## config.mk

```make
export PLATFORM = sky130hd
export DESIGN_NAME = pqsdn_tbl_ctrl
export DESIGN_NICKNAME = d
export VERILOG_FILES = /design/src/rtl/pqsdn_tbl_pkg.sv /design/src/rtl/pqsdn_rsp_fifo.sv /design/src/rtl/pqsdn_tbl_ctrl.sv
export SDC_FILE = /design/constraint.sdc
export NUM_CORES = 1
export LEC_CHECK = 0
export CAP_MARGIN = 0
export CELL_PAD_IN_SITES_DETAIL_PLACEMENT = 1
export CELL_PAD_IN_SITES_GLOBAL_PLACEMENT = 2
export CORE_MARGIN = 3
export CORE_UTILIZATION = 35
export CTS_CLUSTER_DIAMETER = 100
export CTS_CLUSTER_SIZE = 12
export DETAILED_ROUTE_END_ITERATION = 12
export PLACE_DENSITY = 0.87
export RECOVER_POWER = 25
export SYNTH_ARGS = -nofsm -noshare
export SYNTH_HDL_FRONTEND = slang
export SYNTH_SLANG_ARGS = --single-unit
```

## constraint.sdc

```tcl
create_clock -name clk -period 19.44 [get_ports clk]
set_clock_uncertainty 0.1 [all_clocks]
set_input_delay 4.86 -clock clk [delete_from_list [all_inputs] [get_ports clk]]
set_output_delay 4.86 -clock clk [all_outputs]
set_load 0.01 [all_outputs]
```

## src/rtl/pqsdn_tbl_pkg.sv

```systemverilog
// Shared definitions for the pqsdn table access controller.
package pqsdn_tbl_pkg;

   typedef enum logic [1:0] {
      ST_INIT  = 2'd0,
      ST_IDLE  = 2'd1,
      ST_CLEAR = 2'd2,
      ST_DRAIN = 2'd3
   } tbl_state_e;

   // Edges between a RAM write being presented and becoming readable.
   localparam int RAM_WR_LAT = 2;
   // Quiet cycles after the last clear write before declaring done.
   localparam int DRAIN_CYC  = 2;
   // Number of write-forwarding stages (this cycle + last cycle).
   localparam int FWD_DEPTH  = 2;

endpackage

```

## src/rtl/pqsdn_rsp_fifo.sv

```systemverilog
// First-word fall-through sync FIFO carrying {data, tag} lookup responses.
module pqsdn_rsp_fifo #(
   parameter int W     = 72,
   parameter int DEPTH = 4
) (
   input  logic                      clk,
   input  logic                      rst,
   input  logic                      push_i,
   input  logic [W-1:0]              din_i,
   input  logic                      pop_i,
   output logic                      valid_o,
   output logic [W-1:0]              dout_o,
   output logic [$clog2(DEPTH):0]    count_o
);

   localparam int AW = $clog2(DEPTH);

   logic [W-1:0]  mem_q [DEPTH];
   logic [AW-1:0] wr_q, rd_q;
   logic [AW:0]   cnt_q;
   logic          pop_ok;

   // A pop on an empty FIFO is dropped; push while full only ever comes with a pop.
   assign pop_ok  = pop_i && (cnt_q != '0);
   assign valid_o = (cnt_q != '0);
   assign dout_o  = mem_q[rd_q];
   assign count_o = cnt_q;

   // Storage, pointers and occupancy.
   always_ff @(posedge clk or posedge rst) begin
      if (rst) begin
         for (int i = 0; i < DEPTH; i++) mem_q[i] <= '0;
         wr_q  <= '0;
         rd_q  <= '0;
         cnt_q <= '0;
      end else begin
         if (push_i) begin
            mem_q[wr_q] <= din_i;
            wr_q        <= wr_q + 1'b1;
         end
         if (pop_ok) rd_q <= rd_q + 1'b1;
         cnt_q <= cnt_q + (AW+1)'(push_i) - (AW+1)'(pop_ok);
      end
   end

endmodule

```

## src/rtl/pqsdn_tbl_ctrl.sv

```systemverilog
// Access controller in front of pqsdn_ram: updates, forwarded lookups, clear engine.
module pqsdn_tbl_ctrl
   import pqsdn_tbl_pkg::*;
#(
   parameter int DATA_W     = 64,
   parameter int ADDR_W     = 10,
   parameter int TAG_W      = 8,
   parameter int RSP_DEPTH  = 4,
   parameter bit CLR_ON_RST = 1'b1
) (
   input  logic              clk,
   input  logic              rst,
   input  logic              clr_start_i,
   output logic              clr_busy_o,
   output logic              clr_done_o,
   input  logic              upd_valid_i,
   output logic              upd_ready_o,
   input  logic [ADDR_W-1:0] upd_addr_i,
   input  logic [DATA_W-1:0] upd_data_i,
   input  logic              lkp_valid_i,
   output logic              lkp_ready_o,
   input  logic [ADDR_W-1:0] lkp_addr_i,
   input  logic [TAG_W-1:0]  lkp_tag_i,
   output logic              rsp_valid_o,
   input  logic              rsp_ready_i,
   output logic [DATA_W-1:0] rsp_data_o,
   output logic [TAG_W-1:0]  rsp_tag_o,
   output logic              ram_en_o,
   output logic [ADDR_W-1:0] ram_wraddr_o,
   output logic [DATA_W-1:0] ram_wrdata_o,
   output logic              ram_rden_o,
   output logic [ADDR_W-1:0] ram_rdaddr_o,
   input  logic [DATA_W-1:0] ram_rddata_i
);

   localparam int              CW         = $clog2(RSP_DEPTH) + 1;
   localparam int              DCW        = (DRAIN_CYC > 1) ? $clog2(DRAIN_CYC) : 1;
   localparam logic [DCW-1:0]  DRAIN_LAST = DCW'(DRAIN_CYC - 1);
   localparam logic [CW:0]     CREDITS    = (CW+1)'(RSP_DEPTH);

   tbl_state_e        state_q;
   logic [ADDR_W-1:0] clr_cnt_q;
   logic [DCW-1:0]    drn_cnt_q;
   logic              busy_q, done_q;

   logic              idle, in_clear, upd_fire, lkp_fire;
   logic              wr_en;
   logic [ADDR_W-1:0] wr_addr;
   logic [DATA_W-1:0] wr_data;
   logic              fwd1_vld_q;
   logic [ADDR_W-1:0] fwd1_addr_q;
   logic [DATA_W-1:0] fwd1_data_q;
   logic              hit0, hit1;
   logic              inflight_q, sel_fwd_q;
   logic [DATA_W-1:0] fwd_data_q;
   logic [TAG_W-1:0]  tag_q;
   logic [CW-1:0]     fifo_cnt;
   logic [CW:0]       occ;
   logic [DATA_W+TAG_W-1:0] fifo_din, fifo_dout;

   // Requests are only taken in IDLE, which also keeps ready low during INIT reset.
   assign idle        = (state_q == ST_IDLE);
   assign in_clear    = (state_q == ST_CLEAR);
   assign upd_ready_o = idle;
   assign upd_fire    = upd_valid_i && idle;
   assign occ         = (CW+1)'(fifo_cnt) + (CW+1)'(inflight_q);
   assign lkp_ready_o = idle && (occ < CREDITS);
   assign lkp_fire    = lkp_valid_i && lkp_ready_o;

   // Port A mux: clear counter with zero data, else the accepted update (this is fwd0).
   always_comb begin
      wr_en   = in_clear || upd_fire;
      wr_addr = '0;
      wr_data = '0;
      if (in_clear) wr_addr = clr_cnt_q;
      else if (upd_fire) begin
         wr_addr = upd_addr_i;
         wr_data = upd_data_i;
      end
   end

   assign ram_en_o     = wr_en;
   assign ram_wraddr_o = wr_addr;
   assign ram_wrdata_o = wr_data;
   assign ram_rden_o   = lkp_fire;
   assign ram_rdaddr_o = lkp_fire ? lkp_addr_i : '0;

   // Writes the RAM read cannot yet see: this cycle's (fwd0) and last cycle's (fwd1).
   assign hit0 = wr_en && (wr_addr == lkp_addr_i);
   assign hit1 = fwd1_vld_q && (fwd1_addr_q == lkp_addr_i);

   // Clear FSM with registered busy/done outputs.
   always_ff @(posedge clk or posedge rst) begin
      if (rst) begin
         state_q   <= ST_INIT;
         clr_cnt_q <= '0;
         drn_cnt_q <= '0;
         busy_q    <= 1'b0;
         done_q    <= 1'b0;
      end else begin
         done_q <= 1'b0;
         unique case (state_q)
            ST_INIT: begin
               clr_cnt_q <= '0;
               if (CLR_ON_RST) begin
                  state_q <= ST_CLEAR;
                  busy_q  <= 1'b1;
               end else begin
                  state_q <= ST_IDLE;
               end
            end
            ST_IDLE: begin
               if (clr_start_i) begin
                  state_q   <= ST_CLEAR;
                  busy_q    <= 1'b1;
                  clr_cnt_q <= '0;
               end
            end
            ST_CLEAR: begin
               clr_cnt_q <= clr_cnt_q + 1'b1;
               if (clr_cnt_q == '1) begin
                  state_q   <= ST_DRAIN;
                  drn_cnt_q <= '0;
               end
            end
            ST_DRAIN: begin
               drn_cnt_q <= drn_cnt_q + 1'b1;
               if (drn_cnt_q == DRAIN_LAST) begin
                  state_q <= ST_IDLE;
                  busy_q  <= 1'b0;
                  done_q  <= 1'b1;
               end
            end
            default: state_q <= ST_INIT;
         endcase
      end
   end

   assign clr_busy_o = busy_q;
   assign clr_done_o = done_q;

   // Lookup stage: remember forward choice and tag while the RAM read completes.
   always_ff @(posedge clk or posedge rst) begin
      if (rst) begin
         fwd1_vld_q  <= 1'b0;
         fwd1_addr_q <= '0;
         fwd1_data_q <= '0;
         inflight_q  <= 1'b0;
         sel_fwd_q   <= 1'b0;
         fwd_data_q  <= '0;
         tag_q       <= '0;
      end else begin
         fwd1_vld_q  <= wr_en;
         fwd1_addr_q <= wr_addr;
         fwd1_data_q <= wr_data;
         inflight_q  <= lkp_fire;
         if (lkp_fire) begin
            sel_fwd_q  <= hit0 || hit1;
            fwd_data_q <= hit0 ? wr_data : fwd1_data_q;
            tag_q      <= lkp_tag_i;
         end
      end
   end

   assign fifo_din = {(sel_fwd_q ? fwd_data_q : ram_rddata_i), tag_q};

   pqsdn_rsp_fifo #(
      .W     (DATA_W + TAG_W),
      .DEPTH (RSP_DEPTH)
   ) u_rsp_fifo (
      .clk     (clk),
      .rst     (rst),
      .push_i  (inflight_q),
      .din_i   (fifo_din),
      .pop_i   (rsp_ready_i),
      .valid_o (rsp_valid_o),
      .dout_o  (fifo_dout),
      .count_o (fifo_cnt)
   );

   assign rsp_data_o = fifo_dout[DATA_W+TAG_W-1:TAG_W];
   assign rsp_tag_o  = fifo_dout[TAG_W-1:0];

endmodule

```

== After elaboration in Yosys (flattened, before gate mapping) ==
Index checks and enable logic that the tools add are counted.

* Input bits: 162
* Bits in registers: 459
* Output and inout port bits: 163

* Bitwise operators: 2
* Reduce and logical (&&, ||, !) cells: 18
* Equality and inequality tests: 9
* $add $sub $neg: 7
* Multiplexer cells: 26
* Magnitude comparators: 4

{| class="wikitable"
|+ Operator list
! cell !! number
|-
| 288-bit bitwise mux || 1
|-
| 64-bit two-way mux || 4
|-
| 72-bit two-way mux || 3
|-
| 72-bit binary-select mux with 2-bit select || 1
|-
| 72-bit demux with 2-bit select || 1
|-
| 10-bit two-way mux || 4
|-
| 10-bit case mux with 3 select lines || 1
|-
| 10-bit equality test || 2
|-
| 10-bit by 1-bit adder with 10-bit output, second input constant || 1
|-
| 10-bit equality test, second input constant || 1
|-
| 3-bit nonzero test || 3
|-
| 2-bit case mux with 4 select lines || 1
|-
| 1-bit logical AND || 7
|-
| 3-bit >= comparator, second input constant || 2
|-
| 2-bit two-way mux || 3
|-
| 2-bit NOT with 3-bit output || 2
|-
| 3-bit AND reduction || 2
|-
| 1-bit two-way mux || 5
|-
| 2-bit by 1-bit adder with 2-bit output, second input constant || 2
|-
| 3-bit by 1-bit adder with 4-bit output || 1
|-
| 2-bit equality test, second input constant || 2
|-
| 4-bit by 3-bit less-than comparator with 1-bit output, second input constant || 1
|-
| 2-bit != test, second input constant || 2
|-
| 2-bit AND reduction || 2
|-
| other kinds (11) || 12
|}

== Logic depth before layout (Yosys ltp) ==
* Depth in word-level cells: 7
* Depth in mapped cells: 10
* Mapped depth without buffers: 7

== Hierarchy ==
A second synthesis with hierarchy kept.

* Cell total of the unflattened synthesis: 1,478
* Area total of the unflattened synthesis: 21,824.7 um^2

{| class="wikitable"
|+ By module, submodules not included
! module !! area each (um^2) !! instances !! cells an instance
|-
| pqsdn_rsp_fifo || 14,071.0 || 1 || 728
|-
| pqsdn_tbl_ctrl || 7,753.7 || 1 || 750
|}

== Worst setup path before layout ==
OpenSTA, ideal clock, no wires.

* Path type: in2out
* Start: input port upd_valid_i
* End: output port ram_wrdata_o[11]
* Stages: 5
* Buffers on the path: 3
* Required time: 14.480 ns
* Arrival time: 5.777 ns
* Slack: 8.703 ns
* Cells stage by stage: and3b_1 -> buf_6 -> buf_1 -> clkbuf_1 -> and2_1

* Word-level cells in the longest chain between the ends: 3

{| class="wikitable"
|+ Ends and longest elaborated chain
! what !! RTL line !! text
|-
| start, declared || pqsdn_tbl_ctrl.sv:16 || <nowiki>input logic upd_valid_i,</nowiki>
|-
| 1-bit logical AND || pqsdn_tbl_ctrl.sv:65 || <nowiki>assign upd_fire = upd_valid_i && idle;</nowiki>
|-
| 64-bit two-way mux || pqsdn_tbl_ctrl.sv:76 || <nowiki>else if (upd_fire) begin</nowiki>
|-
| 64-bit two-way mux || pqsdn_tbl_ctrl.sv:75 || <nowiki>if (in_clear) wr_addr = clr_cnt_q;</nowiki>
|-
| end, declared || pqsdn_tbl_ctrl.sv:30 || <nowiki>output logic [DATA_W-1:0] ram_wrdata_o,</nowiki>
|}

No other way between the ends.

== Worst setup path in the final report ==
* Start: input port upd_valid_i
* End: output port ram_wraddr_o[1]

* Word-level cells in the longest chain between the ends: 3

{| class="wikitable"
|+ Ends and longest elaborated chain
! what !! RTL line !! text
|-
| 1-bit logical AND || pqsdn_tbl_ctrl.sv:65 ||
|-
| 10-bit two-way mux || pqsdn_tbl_ctrl.sv:76 ||
|-
| 10-bit two-way mux || pqsdn_tbl_ctrl.sv:75 ||
|-
| end, declared || pqsdn_tbl_ctrl.sv:29 || <nowiki>output logic [ADDR_W-1:0] ram_wraddr_o,</nowiki>
|}

No other way between the ends.

==> flow_summary.ini <==
[sta]
setup_viol = 0
fmax_ghz = 0.0804
final.setup.tns_ns = 0
relSlewSlack_pct = -210
drv_slew = 660
max_slew.worst_pin.slew_ns = 4.62
rsz0062_at_grt = false
finalHoldViolCount = 0
fin_crit_ns = 12.44
period_share_pct = 64.0

[yosys]
synthArstFlopShare_pct = 100
synth_flop_cell = dfrtp_1
postSynthAreaPerCell_sq_um = 11.2
synth-seq-cells = 459
netlist_area_sq_um = 19800
synth_edf_count = 0
syn_nets = 1941
synthCells = 1770
yosysWarnings = 0
synth.distinct_cells = 41
synth.yosys.seq_area_share_pct = 58.0

[placed_design]
post-dp-hpwl_um = 37800
place.gp.congestion = 0.781
port_buffers = 324
dpl_cell_area_sq_um = 23600

[clock_network]
cts_tree = built
clockBufferDepth = 3
htreeDepth = 2
post_cts_buffers = 0
cts-buffers-inserted = 44
cts.clk_slew.worst_paths_ns = 0.06
insertion_delay_ns = 0.57
postCtsHoldBufs = 0
cts-root-buf = clkbuf_16
cts_resized = 0
cts.sinks = 459

[finish]
fin_area_sq_um = 24700
final_cell_mix = 456 x dfrtp_1, 325 x nor2_1, 292 x clkdlybuf4s50_1
final_common_cell = dfrtp_1
drive_gt1_share_pct = 9.26
nets = 2187
area_growth_pct = 24.6

[global_routing]
grtUsageTotal_pct = 19.6
grt_pass1_wl_um = 92700
grt_max_degree = 104
overflow = 0
grt_pass1_vias = 16100
antenna_found_initial = 0

[run_status]
violations = max-capacitance violations, max-slew violations
status = finished, violations left

[drt]
initialDrtViolationCount = 642
routed_via_density = 5.26
drt-total-wl_um = 58000
wire_per_inst_um = 20.9
post-route-drc-count = 0
drtPass1Iterations = 4
final_antenna_net_count = 0
vias = 14600

[power]
p_leak_nw = 9.49
power_density_nw_per_um2 = 118
finalPower_w = 0.00292
max-vdd-ir-drop_mv = 0.0669

[setup_path]
critPathLaunchType = input pin
reg2regPathDepth = 5
r2r-end = u_rsp_fifo.mem_q[223]
crit_start = upd_valid_i
slowest_delay_ns = 0.67
worstSetupEndpointType = primary output
required_ns = 14.48
rrSetupSlack_ns = 12.49
critPathBufInv = 3
crit_cells = 5
crit_family = buffers and inverters
cp.arrival_ns = 7.48
crit_end = ram_wraddr_o[1]
slowest_stage = and3b_2
path_max_fanout = 40
crit_chain = dlygate4sd3_1 -> and3b_2 -> buf_4 -> a22o_1 -> clkdlybuf4s50_1
criticalPathCategory = input pin to primary output
rr_startpoint = u_rsp_fifo.wr_q[0]

[min_path]
holdCritStartpoint = u_rsp_fifo.mem_q[223]
hold_class = register to register

[floorplan]
die_h_um = 244
fp.dieW_um = 244
start_util_pct = 35.7
dieArea_sq_um = 59500
rows = 86
io_pins = 325
core_area_sq_um = 55500

[job]
drv_cap = 9
[per-layer routing]
layer / up-vias / routed length (um) / global-route usage, %
li1: 6691 / - / -
met2: 248 / 29100 / 34.1
met5: - / 0 / 0
met4: 0 / 1440 / 5.47
met3: 89 / 2030 / 3.09
met1: 7543 / 25400 / 25.4
[cells in the mapped netlist (2+ instances only)]
master | number | area share [%]
and2_1 | 70 | 2.2
xnor2_1 | 14 | 0.62
and3b_1 | 2 | 0.088
buf_6 | 7 | 0.40
a21oi_1 | 260 | 6.6
a21boi_0 | 2 | 0.076
a31oi_1 | 68 | 2.1
a22o_1 | 8 | 0.35
or4_1 | 2 | 0.076
clkbuf_1 | 87 | 1.6
nand3_1 | 69 | 1.7
buf_1 | 29 | 0.55
nor2_1 | 325 | 6.2
buf_4 | 2 | 0.076
nand2_1 | 14 | 0.27
nand4b_1 | 3 | 0.13
inv_1 | 9 | 0.17
mux2i_1 | 64 | 3.2
and3_1 | 14 | 0.44
mux4_2 | 72 | 8.2
a21o_1 | 3 | 0.11
or2_2 | 2 | 0.063
and4_1 | 2 | 0.088
o21ai_0 | 20 | 0.51
dfrtp_1 | 459 | 58
buf_2 | 20 | 0.51
nor4_1 | 2 | 0.063
nand3b_1 | 3 | 0.11
ha_1 | 8 | 0.51
mux2_2 | 40 | 2.3
o21ai_1 | 64 | 1.6
nand4_1 | 7 | 0.22
nor2b_1 | 3 | 0.095
xor2_1 | 9 | 0.40
[flip-flops by register name, indices dropped and copies added, names as in the netlist, 3 cells and up]
signal / cells
u_rsp_fifo.mem_q: 288
fwd1_data_q: 64
fwd_data_q: 64
clr_cnt_q: 10
fwd1_addr_q: 10
tag_q: 8
u_rsp_fifo.count_o: 3
[per-stage QoR]
stage               hold WS, ns  utilization [%]  setup WS (ns)  cells
floorplan                 0.365                -           1.68   1770
global placement          0.383             42.4           7.09   2718
detailed placement        0.393             42.4           7.02   2718
CTS                       0.406             44.5           7.02   2767
global route              0.423             44.4           6.80   2767
finish                    0.403             44.5           7.00   2769
[layout make-up]
type                       count  area (sq um)
sequential                   459         11500
fill                        6033         30800
clock inverter                 3          36.3
clock buffer                  46          1110
timing repair buffer         345          3380
antenna                        2          5.00
tap                          748           936
multi-input combinational   1157          7680
inverter                       9          35.0
[power by group]
group | leakage (nW) | switching [W] | internal [W]
Clock | 0.562 | 0.000353 | 0.000403
Sequential | 5.03 | 0.000190 | 0.00116
Combinational | 3.90 | 0.000403 | 0.000407
[kinds of logic after synthesis]
logic type / share of synthesized area [%]
xor+xnor: 1.02
simple gates: 11.8
fa+ha+maj: 0.606
mux: 13.7
flops: 58.0
compound gates: 11.5
buf+inv: 3.35
[how the worst min path moves through the flow]
| stage | end | slack, ns | depth (start not counted) |
|---|---|---|---|
| after floorplan | clr_cnt_q[9] | 0.37 | 1 |
| after global placement | u_rsp_fifo.mem_q[78] | 0.38 | 1 |
| after detailed placement | u_rsp_fifo.mem_q[79] | 0.39 | 1 |
| after CTS | u_rsp_fifo.mem_q[79] | 0.41 | 1 |
| after global routing | u_rsp_fifo.mem_q[74] | 0.42 | 1 |
| final | u_rsp_fifo.mem_q[223] | 0.40 | 1 |
No activity file was read; power rests on OpenSTA's default activity.
